`src/rtl/des_pkg.sv`:
```
// Shared DES tables and types for the key schedule, round datapath and S-boxes.
// Bit numbering follows the DES standard: table entry 1 is the MSB.
package des_pkg;

    typedef logic [27:0] des_half_t;
    typedef logic [47:0] des_subkey_t;

    typedef enum logic {
        ST_IDLE,
        ST_GEN
    } ks_state_t;

    localparam int PC1 [56] = '{
        57, 49, 41, 33, 25, 17,  9,
         1, 58, 50, 42, 34, 26, 18,
        10,  2, 59, 51, 43, 35, 27,
        19, 11,  3, 60, 52, 44, 36,
        63, 55, 47, 39, 31, 23, 15,
         7, 62, 54, 46, 38, 30, 22,
        14,  6, 61, 53, 45, 37, 29,
        21, 13,  5, 28, 20, 12,  4
    };

    localparam int PC2 [48] = '{
        14, 17, 11, 24,  1,  5,
         3, 28, 15,  6, 21, 10,
        23, 19, 12,  4, 26,  8,
        16,  7, 27, 20, 13,  2,
        41, 52, 31, 37, 47, 55,
        30, 40, 51, 45, 33, 48,
        44, 49, 39, 56, 34, 53,
        46, 42, 50, 36, 29, 32
    };

    // Entry i holds the left shift applied to produce round i+1.
    localparam logic [1:0] SHIFT [16] = '{
        2'd1, 2'd1, 2'd2, 2'd2, 2'd2, 2'd2, 2'd2, 2'd2,
        2'd1, 2'd2, 2'd2, 2'd2, 2'd2, 2'd2, 2'd2, 2'd1
    };

    function automatic des_half_t rotl(input des_half_t h, input logic [1:0] n);
        return n[1] ? {h[25:0], h[27:26]} : {h[26:0], h[27]};
    endfunction

    function automatic des_half_t rotr(input des_half_t h, input logic [1:0] n);
        return n[1] ? {h[1:0], h[27:2]} : {h[0], h[27:1]};
    endfunction

endpackage

```
`src/rtl/des_pc2.sv`:
```
// Permuted choice 2: compresses the 56-bit {C,D} state into a 48-bit subkey.
module des_pc2
    import des_pkg::*;
(
    input  logic [55:0] cd,
    output des_subkey_t sk
);

    for (genvar i = 0; i < 48; i++) begin : g_bit
        localparam int SRC = 56 - PC2[i];
        assign sk[47-i] = cd[SRC];
    end

endmodule

```
`src/rtl/des_key_sched.sv`:
```
// Iterative DES subkey generator: one round key per valid/ready handshake,
// in encrypt (K1..K16) or decrypt (K16..K1) order.
module des_key_sched
    import des_pkg::*;
#(
    parameter bit DECRYPT_ONLY = 1'b0
) (
    input  logic        clk,
    input  logic        rst_n,
    input  logic        key_valid,
    output logic        key_ready,
    input  logic [63:0] key,
    input  logic        decrypt,
    output logic        sk_valid,
    input  logic        sk_ready,
    output logic [47:0] sk,
    output logic [3:0]  sk_round,
    output logic        sk_last,
    output logic        busy
);

    ks_state_t   state, state_nx;
    des_half_t   c_q, d_q, c_nx, d_nx, c0, d0;
    des_subkey_t sk_nx;
    logic [55:0] pc1_out;
    logic [3:0]  rnd_nx;
    logic        mode_q, mode_nx, last_nx;
    logic        dec_in, accept, step, load;

    assign dec_in    = DECRYPT_ONLY ? 1'b1 : decrypt;
    assign key_ready = (state == ST_IDLE);
    assign sk_valid  = (state == ST_GEN);
    assign busy      = sk_valid;
    assign accept    = key_valid && key_ready;
    assign step      = sk_valid && sk_ready;

    // Parity bits never appear in PC-1, so they drop out here.
    for (genvar i = 0; i < 56; i++) begin : g_pc1
        localparam int SRC = 64 - PC1[i];
        assign pc1_out[55-i] = key[SRC];
    end

    assign c0 = pc1_out[55:28];
    assign d0 = pc1_out[27:0];

    always_ff @(posedge clk or negedge rst_n) begin
        if (!rst_n) begin
            state <= ST_IDLE;
        end else begin
            state <= state_nx;
        end
    end

    always_comb begin
        state_nx = state;
        load     = 1'b0;
        case (state)
            ST_IDLE: begin
                if (accept) begin
                    state_nx = ST_GEN;
                    load     = 1'b1;
                end
            end
            ST_GEN: begin
                if (step) begin
                    if (sk_last) begin
                        state_nx = ST_IDLE;
                    end else begin
                        load = 1'b1;
                    end
                end
            end
            default: state_nx = ST_IDLE;
        endcase
    end

    // Decrypt starts from C0/D0: 28 total shifts make it equal to C16/D16.
    always_comb begin
        c_nx    = c_q;
        d_nx    = d_q;
        rnd_nx  = sk_round;
        mode_nx = mode_q;
        if (state == ST_IDLE) begin
            mode_nx = dec_in;
            c_nx    = dec_in ? c0 : rotl(c0, 2'd1);
            d_nx    = dec_in ? d0 : rotl(d0, 2'd1);
            rnd_nx  = dec_in ? 4'd15 : 4'd0;
        end else if (mode_q) begin
            c_nx   = rotr(c_q, SHIFT[sk_round]);
            d_nx   = rotr(d_q, SHIFT[sk_round]);
            rnd_nx = sk_round - 4'd1;
        end else begin
            c_nx   = rotl(c_q, SHIFT[sk_round + 4'd1]);
            d_nx   = rotl(d_q, SHIFT[sk_round + 4'd1]);
            rnd_nx = sk_round + 4'd1;
        end
        last_nx = mode_nx ? (rnd_nx == 4'd0) : (rnd_nx == 4'd15);
    end

    des_pc2 u_pc2 (
        .cd ({c_nx, d_nx}),
        .sk (sk_nx)
    );

    always_ff @(posedge clk or negedge rst_n) begin
        if (!rst_n) begin
            c_q      <= '0;
            d_q      <= '0;
            mode_q   <= 1'b0;
            sk       <= '0;
            sk_round <= '0;
            sk_last  <= 1'b0;
        end else if (load) begin
            c_q      <= c_nx;
            d_q      <= d_nx;
            mode_q   <= mode_nx;
            sk       <= sk_nx;
            sk_round <= rnd_nx;
            sk_last  <= last_nx;
        end
    end

endmodule

```
`config.mk`:
```
export PLATFORM = sky130hd
export DESIGN_NAME = des_key_sched
export DESIGN_NICKNAME = d
export VERILOG_FILES = /design/src/rtl/des_pkg.sv /design/src/rtl/des_pc2.sv /design/src/rtl/des_key_sched.sv
export SDC_FILE = /design/constraint.sdc
export NUM_CORES = 1
export LEC_CHECK = 0
export CORE_MARGIN = 2
export CORE_UTILIZATION = 45
export DETAILED_ROUTE_END_ITERATION = 7
export GPL_ROUTABILITY_DRIVEN = 0
export PLACE_DENSITY = 0.74
export SLEW_MARGIN = 20
export SYNTH_ARGS = -nofsm -noshare
export SYNTH_HDL_FRONTEND = slang
export SYNTH_SLANG_ARGS = --single-unit
```
`constraint.sdc`:
```
create_clock -name clk -period 3.3 [get_ports clk]
set_input_delay 0.33 -clock clk [delete_from_list [all_inputs] [get_ports clk]]
set_output_delay 0.33 -clock clk [all_outputs]
set_load 0.01 [all_outputs]
```
Yosys cells after proc, flatten, opt, wreduce, memory -nomap -nowiden
Memory sizes are Yosys's and may differ from the RTL's.
Cells that the tools add are included.

word-level totals
  ROM bits = 64
  register bits = 111
  logic and storage cells = 45
  output and inout bits = 56
  memories = 2
  bits of input ports = 69

operators by class
  bitwise gates (word level) = 3
  order comparisons = 2
  $add $sub $neg = 2
  reduce and logical (&&, ||, !) cells = 3
  equal/unequal tests = 1
  multiplexer cells = 25

memory list
  name             depth  width  rd ports  clocked after memory_dff  write ports  line                 RTL
  (no name shown)  16     2      1         0                         0            des_key_sched.sv:94  d_nx = rotl(d_q, SHIFT[sk_round + 4'd1]);
  (no name shown)  16     2      1         0                         0            des_key_sched.sv:90  d_nx = rotr(d_q, SHIFT[sk_round]);

operator list
  kind                                                                 count
  28-bit 2-to-1 mux                                                    10
  4-bit 2-to-1 mux                                                     3
  5-bit greater-or-equal comparator (second input constant)            2
  4-bit NOT with 5-bit output                                          2
  2-bit 2-to-1 mux                                                     4
  1-bit 2-to-1 mux                                                     6
  4-bit by 1-bit adder with 4-bit output (second input constant)       1
  4-bit == test (second input constant)                                1
  4-bit zero test                                                      1
  1-bit case mux with 2 select lines                                   2
  4-bit by 1-bit subtractor with 4-bit output (second input constant)  1
  1-bit logical AND                                                    2
  1-bit NOT                                                            1

Depth between registers and ports, before layout
Gate-level depths: netlist of the first run.

  depth after elaboration = 8
  gate-level depth with buffers = 11

By module
A second synthesis of the first run with hierarchy kept.

unflattened totals
  cells, all modules = 1006
  area total of the unflattened synthesis = 8186.6 µm²

by module, submodules not included
  module         cells an instance  area each (µm²)  instances
  des_key_sched  958                7826.3           1
  des_pc2        48                 360.3            1

Worst setup path before layout of the first run
OpenSTA, ideal clock, no wires.

  path type = reg2reg
  start = register sk_round[0]
  end = register c_q[19]
  path buffers = 3
  library setup time = 0.120 ns
  clock period less this slack = 2.194 ns
  cell stages (with the launch flop) = 10
  data required time = 3.180 ns
  slack = 1.106 ns
  arrival = 2.073 ns
  cells stage by stage = dfrtp_1 -> ha_1 -> buf_6 -> nor3_2 -> a21oi_1 -> o211a_1 -> buf_6 -> buf_6 -> or4_1 -> o211a_1

on the way
  longest elaborated chain between the ends = 8
  elaborated cells between the ends (all ways) = 13

RTL lines
  item                                               line                  RTL
  start: declaration                                 des_key_sched.sv:17   output logic [3:0] sk_round,
  start signal: assignment                           des_key_sched.sv:118  sk_round <= rnd_nx;
  4-bit by 1-bit adder with 4-bit output             des_key_sched.sv:93   c_nx = rotl(c_q, SHIFT[sk_round + 4'd1]);
  4-bit NOT with 5-bit output (not written as such)  des_key_sched.sv:93
  memory 16 x 2 bit                                  n/a
  2-bit 2-to-1 mux (2 in a row)                      n/a
  28-bit 2-to-1 mux                                  des_pkg.sv:42         return n[1] ? {h[25:0], h[27:26]} : {h[26:0], h[27]};
  28-bit 2-to-1 mux (*)                              des_key_sched.sv:88   end else if (mode_q) begin
  28-bit 2-to-1 mux (*)                              des_key_sched.sv:83   if (state == ST_IDLE) begin
  end signal: assignment                             des_key_sched.sv:114  c_q <= c_nx;
  end: declaration                                   des_key_sched.sv:23   des_half_t c_q, d_q, c_nx, d_nx, c0, d0;

Every way passes the cells marked *; elsewhere a longest branch is shown, timed or not. The select of a mux whose other input is x is not followed.
A chain may end at the register's enable or synchronous reset.

Worst setup path after layout of the first run
  start = register sk_round[0]
  end = register sk[18]

on the way
  longest elaborated chain between the ends = 8
  elaborated cells between the ends (all ways) = 13

RTL lines
  item                                                 line                  RTL
  4-bit by 1-bit adder with 4-bit output               des_key_sched.sv:94
  4-bit NOT with 5-bit output (not written as such)    des_key_sched.sv:94
  memory 16 x 2 bit                                    n/a
  2-bit 2-to-1 mux (not written as such) (2 in a row)  des_key_sched.sv:94
  28-bit 2-to-1 mux                                    des_pkg.sv:42
  28-bit 2-to-1 mux (*)                                des_key_sched.sv:88
  28-bit 2-to-1 mux (*)                                des_key_sched.sv:83
  end signal: assignment                               des_key_sched.sv:117  sk <= sk_nx;
  end: declaration                                     des_key_sched.sv:16   output logic [47:0] sk,

Marked as above.

==> results of run 1 <==
## placed cells by master, fill, tap and decap left out, drive strengths merged, types with 3 or more instances in the layout
cell	n
a21oi	46
a221oi	6
a31o	3
a41oi	6
buf	26
clkbuf	10
clkdlybuf4s50	114
clkinv	3
dfrtp	63
ha	3
inv	4
mux2	23
mux2i	87
nand2	46
nand3	26
nand3b	3
nand4	18
nand4b	3
nor2	26
nor2b	4
nor3	8
o2111ai	7
o211a	38
o211ai	27
o21ai	18
o221ai	38
o22ai	6
o2bb2ai	29
or4	38
or4b	23
## power by group
group	total, mW	switching, mW	internal, mW	leakage, nW
registers	1.89	0.788	1.10	0.785
logic	5.09	2.61	2.48	2.38
clock network	0.991	0.390	0.601	0.144
## how the worst max path moves through the flow
stage | end | slack, ps | cells past startpoint
after global routing | sk[18] | 240 | 7
after global placement | sk[22] | 590 | 6
after CTS | sk[18] | 470 | 7
final | sk[18] | 430 | 7
after floorplan | c_q[19] | 1110 | 9
after detailed placement | sk[18] | 490 | 7
## flip-flops by register name, indices dropped and copies added, names as in the netlist
register / count
busy: 1
sk_last: 1
d_q: 4
mode_q: 1
c_q: 5
sk: 47
sk_round: 4
## critical path, delay by kind of cell, from the launching register on
kind	cells	cell delay (ps)
simple gates	1	460
flops	1	480
buf+inv	2	470
fa+ha+maj	1	250
compound gates	3	1090
## area by class of cell
| cell class | instances | share of cell area (%) |
|---|---|---|
| Clock buffer | 10 | 3.10 |
| Timing Repair Buffer | 140 | 17.9 |
| Inverter | 4 | 0.195 |
| Sequential cell | 63 | 20.5 |
| Multi-Input combinational cell | 549 | 54.5 |
| Tap cell | 184 | 2.99 |
| Clock inverter | 6 | 0.779 |
## kinds of logic (layout without fill, tap and decap cells)
group / after synthesis / in the layout / synth area share, %
simple gates: 201 / 201 / 18.4
flops: 63 / 63 / 24.0
compound gates: 233 / 233 / 27.6
buf+inv: 131 / 160 / 12.0
fa+ha+maj: 3 / 3 / 0.572
mux: 110 / 110 / 17.2
xor+xnor: 2 / 2 / 0.267
## metal layers
layer  routed length, µm  global-route usage (%)  part of all wire (%)  up-vias
met5                   0                       0                     0        -
met4                 613                    13.2                   2.8        0
met3                1760                    5.11                   8.1       56
met2               10200                    43.4                    47      390
met1                8970                    35.7                    42     3324
li1                    -                       -                     -     2971
==> impl_metrics.ini, run 1 <==
[clocking]
cts_tree = built
cts_buffer_depth = 2
cts_inserted_buffers = 9
cts_setup_buffers = 0
worstSkewPairLatency_ps = 360
cts_max_level = 3
cts_hold_buffers = 0
path_clk_slew_ps = 60
cts.sink_count = 63
cts_root_buf = clkbuf_16
cts_resized = 0

[timing]
fin_hold_ws_ps = 176
fin_ws_ps = 426
fin_skew_ps = 8.45
max_slew.worst_pin.slew_ps = 898
hold_viol_final = 0
fin_crit_sh_pct = 87.1
fmax_mhz = 348
min_period_ps = 2870
grt_setup_unrepaired = no
slew_headroom_pct = 40.1
slew_viol_final = 0
finalSetupTns_ps = 0
finalSetupViolCount = 0

[floorplanning]
die_h_um = 125
fp.coreArea_mm2 = 0.0144
die_w_um = 125
io_pins = 125
dieArea_mm2 = 0.0156
core.rowCount = 44
start_util_pct = 45.6

[synth]
syn_inst = 743
synth.area.top_cells = dfrtp_1 24%, mux2i_1 13%, buf_4 6.4%
netlist_area_mm2 = 0.00656
synth_top_area_share_pct = 24.0
ys_seq_area_share_pct = 24.0
synth_commonest_cells = 87 x mux2i_1, 63 x dfrtp_1, 56 x buf_4, 46 x clkbuf_1, 46 x nand2_1
syn_avg_cell_area_um2 = 8.83
synth_top_flop_cell = dfrtp_1
yosys_warnings = 0
post-synth-top-count-cell = mux2i_1
synth_cell_types = 49
syn_nets = 815
async_flop_share_pct = 100
ys_ff_latch = 63
synth_edf_count = 0
synth_area_leader_cell = dfrtp_1

[final_layout]
layout-drive-gt1-share_pct = 11.1
final_area_mm2 = 0.00771
multi_input_area_mm2 = 0.00420
nets = 839
antenna_cells = 0
syn2layout_area_growth_pct = 17.5
instances_no_fill = 956
register_area_mm2 = 0.00158
fin_util_pct = 53.6
num-fill-cells = 1314

[detailed_routing]
drtPass1Iterations = 5
wire_per_inst_um = 22.5
via_count = 6741
drcViolationCount = 0
post_drt_via_cell_ratio = 7.05
wirelength_um = 21600
ant_nets = 0
drtIter0Drc = 747

[critical_path]
worst_r2r_endpoint = sk[18]
path_cells = inv_1, ha_1, o2111ai_1, o211a_2, buf_4, or4b_1, o211a_1
path_class = reg -> reg
required_ps = 3540
reg2regPathDepth = 7
cp_max_fo = 40
crit_arrival_ps = 3110
r2r_start = sk_round[0]
start_kind = flip-flop
r2r_setup_slack_ps = 430
slowest_stage = o211a_2
cpPeakStageDelay_ps = 770
worstSetupStartpoint = sk_round[0]
end_kind = flip-flop

[global_routing]
antenna_found_initial = 0
grt_overflow_total = 0
grt_max_degree = 64
grt_pass1_wl_um = 34900
grt_use_total_pct = 27.3
grt_pass1_vias = 6657

[power_and_ir_drop]
p_per_area_mw_per_mm2 = 1030
fin_total_pwr_mw = 7.97
vdd_drop_max_mv = 0.613
p_leak_nw = 3.31

[run_status]
outcome = complete, no violations

[placement]
dp.cells = 940
dp_hpwl_um = 13700
placed_area_mm2 = 0.00741
io_buffers = 116
dpl_worst_slack_ps = 488

[worst_hold_path]
hold_class = in -> async

[flow_run]
max-cap-violations = 0
Power figures use the tool's default switching activity.
==> inputs of run 2 (changes only) <==
- clock period: 3.3 -> 3.15 ns (I/O delays scaled with it)
==> impl_metrics.ini, run 2 (same netlist as run 1, synthesis figures left out) <==
[run_status]
outcome = finished, violations left
violations = hold timing

[global_routing]
grt_overflow_total = 0
grt_use_total_pct = 27.1
grt_max_degree = 64
grt_pass1_vias = 6687
grt_pass1_wl_um = 34800
antenna_found_initial = 0

[timing]
fin_hold_ws_ps = -10.1
min_period_ps = 2860
slew_viol_final = 0
grt_setup_unrepaired = no
fmax_mhz = 349
max_slew.worst_pin.slew_ps = 954
hold_viol_final = 4
finalSetupTns_ps = 0
fin_crit_sh_pct = 90.9
slew_headroom_pct = 36.4
fin_skew_ps = 6.14
finalSetupViolCount = 0

[floorplanning]
die_h_um = 125
io_pins = 125
die_w_um = 125
dieArea_mm2 = 0.0156
core.rowCount = 44
start_util_pct = 45.6
fp.coreArea_mm2 = 0.0144

[final_layout]
syn2layout_area_growth_pct = 17.9
largest_registers = sk (47), c_q (5)
layout_common_cells = 114 x clkdlybuf4s50_1, 87 x mux2i_1, 62 x dfrtp_1, 46 x nand2_1, 45 x a21oi_1
num-fill-cells = 1303
nets = 842
largest_reg_flops = 47
layout_commonest_cell = clkdlybuf4s50_1
layout-drive-gt1-share_pct = 11.2
antenna_cells = 0
final_area_mm2 = 0.00773
top_register = sk

[power_and_ir_drop]
p_comb_share_pct = 64.9
p_leak_nw = 3.33
p_per_area_mw_per_mm2 = 1080
pwr-share-clk_pct = 12.3
internal_power_mw = 4.41
vdd_drop_max_mv = 0.546
p_switching_mw = 3.94
swShare_pct = 47.2
seqPwrFrac_pct = 22.9

[worst_hold_path]
hold_class = in -> async

[critical_path]
path_cells = ha_1, nor3_2, a21oi_1, o211a_2, buf_12, or4b_1, o211a_1
end_kind = flip-flop
start_kind = flip-flop
slowest_stage = o211a_2
cpPeakStageDelay_ps = 820
path_buf_inv = 1
cpLargestDelayFamily = compound AO/OA/AOI/OAI gates
path_class = reg -> reg
cp_max_fo = 45
crit_arrival_ps = 3100
required_ps = 3390

[detailed_routing]
drtIter0Drc = 693
wire_per_inst_um = 22.2
drcViolationCount = 0
wirelength_um = 21300
ant_nets = 0
via_count = 6664
drtPass1Iterations = 5
post_drt_via_cell_ratio = 6.95

[placement]
dp_hpwl_um = 13500
io_buffers = 116
placed_area_mm2 = 0.00744

[clocking]
cts_resized = 0
cts_inserted_buffers = 9
cts_hold_buffers = 0
cts_setup_buffers = 0
cts_max_level = 3
cts.sink_count = 63
path_clk_slew_ps = 60
cts_root_buf = clkbuf_16
cts_tree = built
cts_buffer_depth = 2
worstSkewPairLatency_ps = 350

[flow_run]
max-cap-violations = 0
==> run 2: cell types whose count changed in the layout (fill, tap and decap cells not counted) <==
cell / before / now
buf_12: 4 / 5
buf_4: 20 / 22
clkbuf_1: 0 / 2
clkinvlp_4: 2 / 0
==> run 2: worst paths after layout <==
kind,startpoint,endpoint,slack [ps],depth (start not counted)
setup / recovery,sk_round[1],sk[31],290,7
max in group asynchronous,rst_n,sk[15],2850,2
hold reg to reg,sk_last,busy,580,1
setup reg to reg,sk_round[1],sk[31],290,7
min in group clk,sk_last,busy,580,1
hold / removal,rst_n,sk_round[3],-10,2
==> run 2: through the flow <==
step	total power [mW]	utilization (%)	worst slack [ps]	cells
after floorplan	5.93	-	956	743
after global placement	6.98	51.8	443	943
after detailed placement	7.22	51.8	355	943
after CTS	8.26	53.8	314	959
after global routing	8.92	53.8	73.3	959
final	8.35	53.8	287	959
==> run 2: power groups by stage <==
stage / logic, mW / registers (mW) / clock network (mW)
after detailed placement: 5.34 / 1.88 / 0
after global placement: 5.12 / 1.85 / 0
after global routing: 5.88 / 1.97 / 1.08
after CTS: 5.36 / 1.87 / 1.03
after floorplan: 4.36 / 1.57 / 0
final: 5.42 / 1.91 / 1.02
==> run 2: layout make-up <==
cell class	instances	area (µm²)	share of cell area, %
sequential	63	1580	20.4
tap	184	230	2.98
clock inverter	4	45.0	0.582
multi-input combinational	549	4200	54.4
inverter	4	15.0	0.194
clock buffer	12	246	3.19
timing repair buffer	143	1420	18.3
==> run 2: per-layer routing <==
metal  track usage [%]  part of all wire (%)  wire length, µm  up-vias
met3              6.31                   9.0             1910       48
li1                  -                     -                -     2970
met1              35.1                    41             8830     3264
met2              43.8                    47             9970      382
met4              10.9                   2.9              611        0
met5                 0                     0                0        -
==> inputs of run 3 (changes only) <==
- CAP_MARGIN: not set -> 20
- CORE_UTILIZATION: 45 -> 54
- GPL_ROUTABILITY_DRIVEN: 0 -> not set
- PLACE_DENSITY: 0.74 -> 0.85
==> impl_metrics.ini, run 3 (same netlist as run 1, synthesis figures left out) <==
[run_status]
outcome = complete, no violations

[critical_path]
start_kind = flip-flop
crit_arrival_ps = 3030
cp_max_fo = 55
reg2regPathDepth = 7
path_buf_inv = 2
r2r_setup_slack_ps = 330
cpPeakStageDelay_ps = 690
required_ps = 3370
slowest_stage = o211a_2
worst_r2r_endpoint = c_q[14]
end_kind = flip-flop
cpLargestDelayFamily = compound AO/OA/AOI/OAI gates
path_cells = inv_1, ha_1, o2111ai_1, o211a_2, buf_12, or4b_1, o211a_1
r2r_start = sk_round[0]
path_class = reg -> reg

[placement]
io_buffers = 116
placed_area_mm2 = 0.00736
dp.cells = 905
dp_hpwl_um = 13500
gp_congestion = 0.942
dpl_worst_slack_ps = 388

[final_layout]
layout_commonest_cell = clkdlybuf4s50_1
syn2layout_area_growth_pct = 16.4
final_area_mm2 = 0.00763
instances_no_fill = 921
layout_common_cells = 114 x clkdlybuf4s50_1, 87 x mux2i_1, 62 x dfrtp_1, 46 x nand2_1, 45 x a21oi_1
largest_registers = sk (47), c_q (5)
fin_util_pct = 64.1
largest_reg_flops = 47
layout-drive-gt1-share_pct = 10.6
num-fill-cells = 964
top_register = sk
antenna_cells = 0
nets = 841

[power_and_ir_drop]
vdd_drop_max_mv = 0.509
p_leak_nw = 3.30
swShare_pct = 48.0
internal_power_mw = 4.30
p_comb_share_pct = 64.8
seqPwrFrac_pct = 23.8
fin_total_pwr_mw = 8.26
p_switching_mw = 3.96
pwr-share-clk_pct = 11.4
p_per_area_mw_per_mm2 = 1080

[clocking]
cts.sink_count = 63
cts_setup_buffers = 0
cts_max_level = 3
cts_inserted_buffers = 9
cts_resized = 0
worstSkewPairLatency_ps = 340
cts_root_buf = clkbuf_16
path_clk_slew_ps = 60
cts_buffer_depth = 2
cts_hold_buffers = 0
cts_tree = built

[timing]
max_slew.worst_pin.slew_ps = 958
slew_headroom_pct = 36.1
min_period_ps = 2820
fin_ws_ps = 333
slew_viol_final = 0
fin_crit_sh_pct = 89.4
fin_skew_ps = 6.71
hold_viol_final = 0
fmax_mhz = 355
finalSetupTns_ps = 0
grt_setup_unrepaired = no
fin_hold_ws_ps = 120
finalSetupViolCount = 0

[global_routing]
antenna_found_initial = 0
grt_pass1_wl_um = 34100
grt_overflow_total = 0
grt_pass1_vias = 6761
grt_use_total_pct = 32.5
grt_max_degree = 60

[floorplanning]
dieArea_mm2 = 0.0130
io_pins = 125
start_util_pct = 55.1
die_w_um = 114
fp.coreArea_mm2 = 0.0119
core.rowCount = 40
die_h_um = 114

[detailed_routing]
ant_nets = 0
post_drt_via_cell_ratio = 7.41
met1Wirelength_um = 8210
drtIter0Drc = 871
wire_per_inst_um = 23.2
drcViolationCount = 0
wl_met3_um = 2410
via_count = 6821
wirelength_um = 21300
drtPass1Iterations = 7
routed.top_layer = met4
wl_met2_um = 9990

[flow_run]
max-cap-violations = 0

[worst_hold_path]
hold_class = in -> async
run 3: final cells by class:
| cell class | instances | area (µm²) | share of cell area [%] |
|---|---|---|---|
| multi-input combinational | 549 | 4200 | 55.0 |
| sequential | 63 | 1580 | 20.7 |
| timing repair buffer | 142 | 1380 | 18.1 |
| clock buffer | 16 | 272 | 3.56 |
| tap | 147 | 184 | 2.41 |
| inverter | 4 | 15.0 | 0.197 |
run 3: routing by layer:
layer	global-route usage, %	up-vias
li1	-	2972
met1	41.0	3243
met2	52.2	509
met3	7.94	97
met4	16.1	0
met5	0	-
run 3: power by group through the flow:
stage,clock network (mW),registers (mW),logic [mW]
2_1_floorplan,0,1.57,4.36
3_3_place_gp,0,1.89,4.95
3_5_place_dp,0,1.92,5.21
4_1_cts,0.941,1.91,5.25
5_1_grt,0.978,2.01,5.76
6_report,0.941,1.96,5.35
run 3: worst max-delay path by stage:
stage / from / endpoint / slack (ps) / cells past startpoint
after detailed placement: sk_round[0] / c_q[14] / 390 / 7
after CTS: sk_round[0] / c_q[14] / 370 / 7
after floorplan: sk_round[0] / c_q[19] / 960 / 9
final: sk_round[0] / c_q[14] / 330 / 7
after global placement: sk_round[0] / c_q[14] / 520 / 6
after global routing: sk_round[0] / c_q[14] / 120 / 7
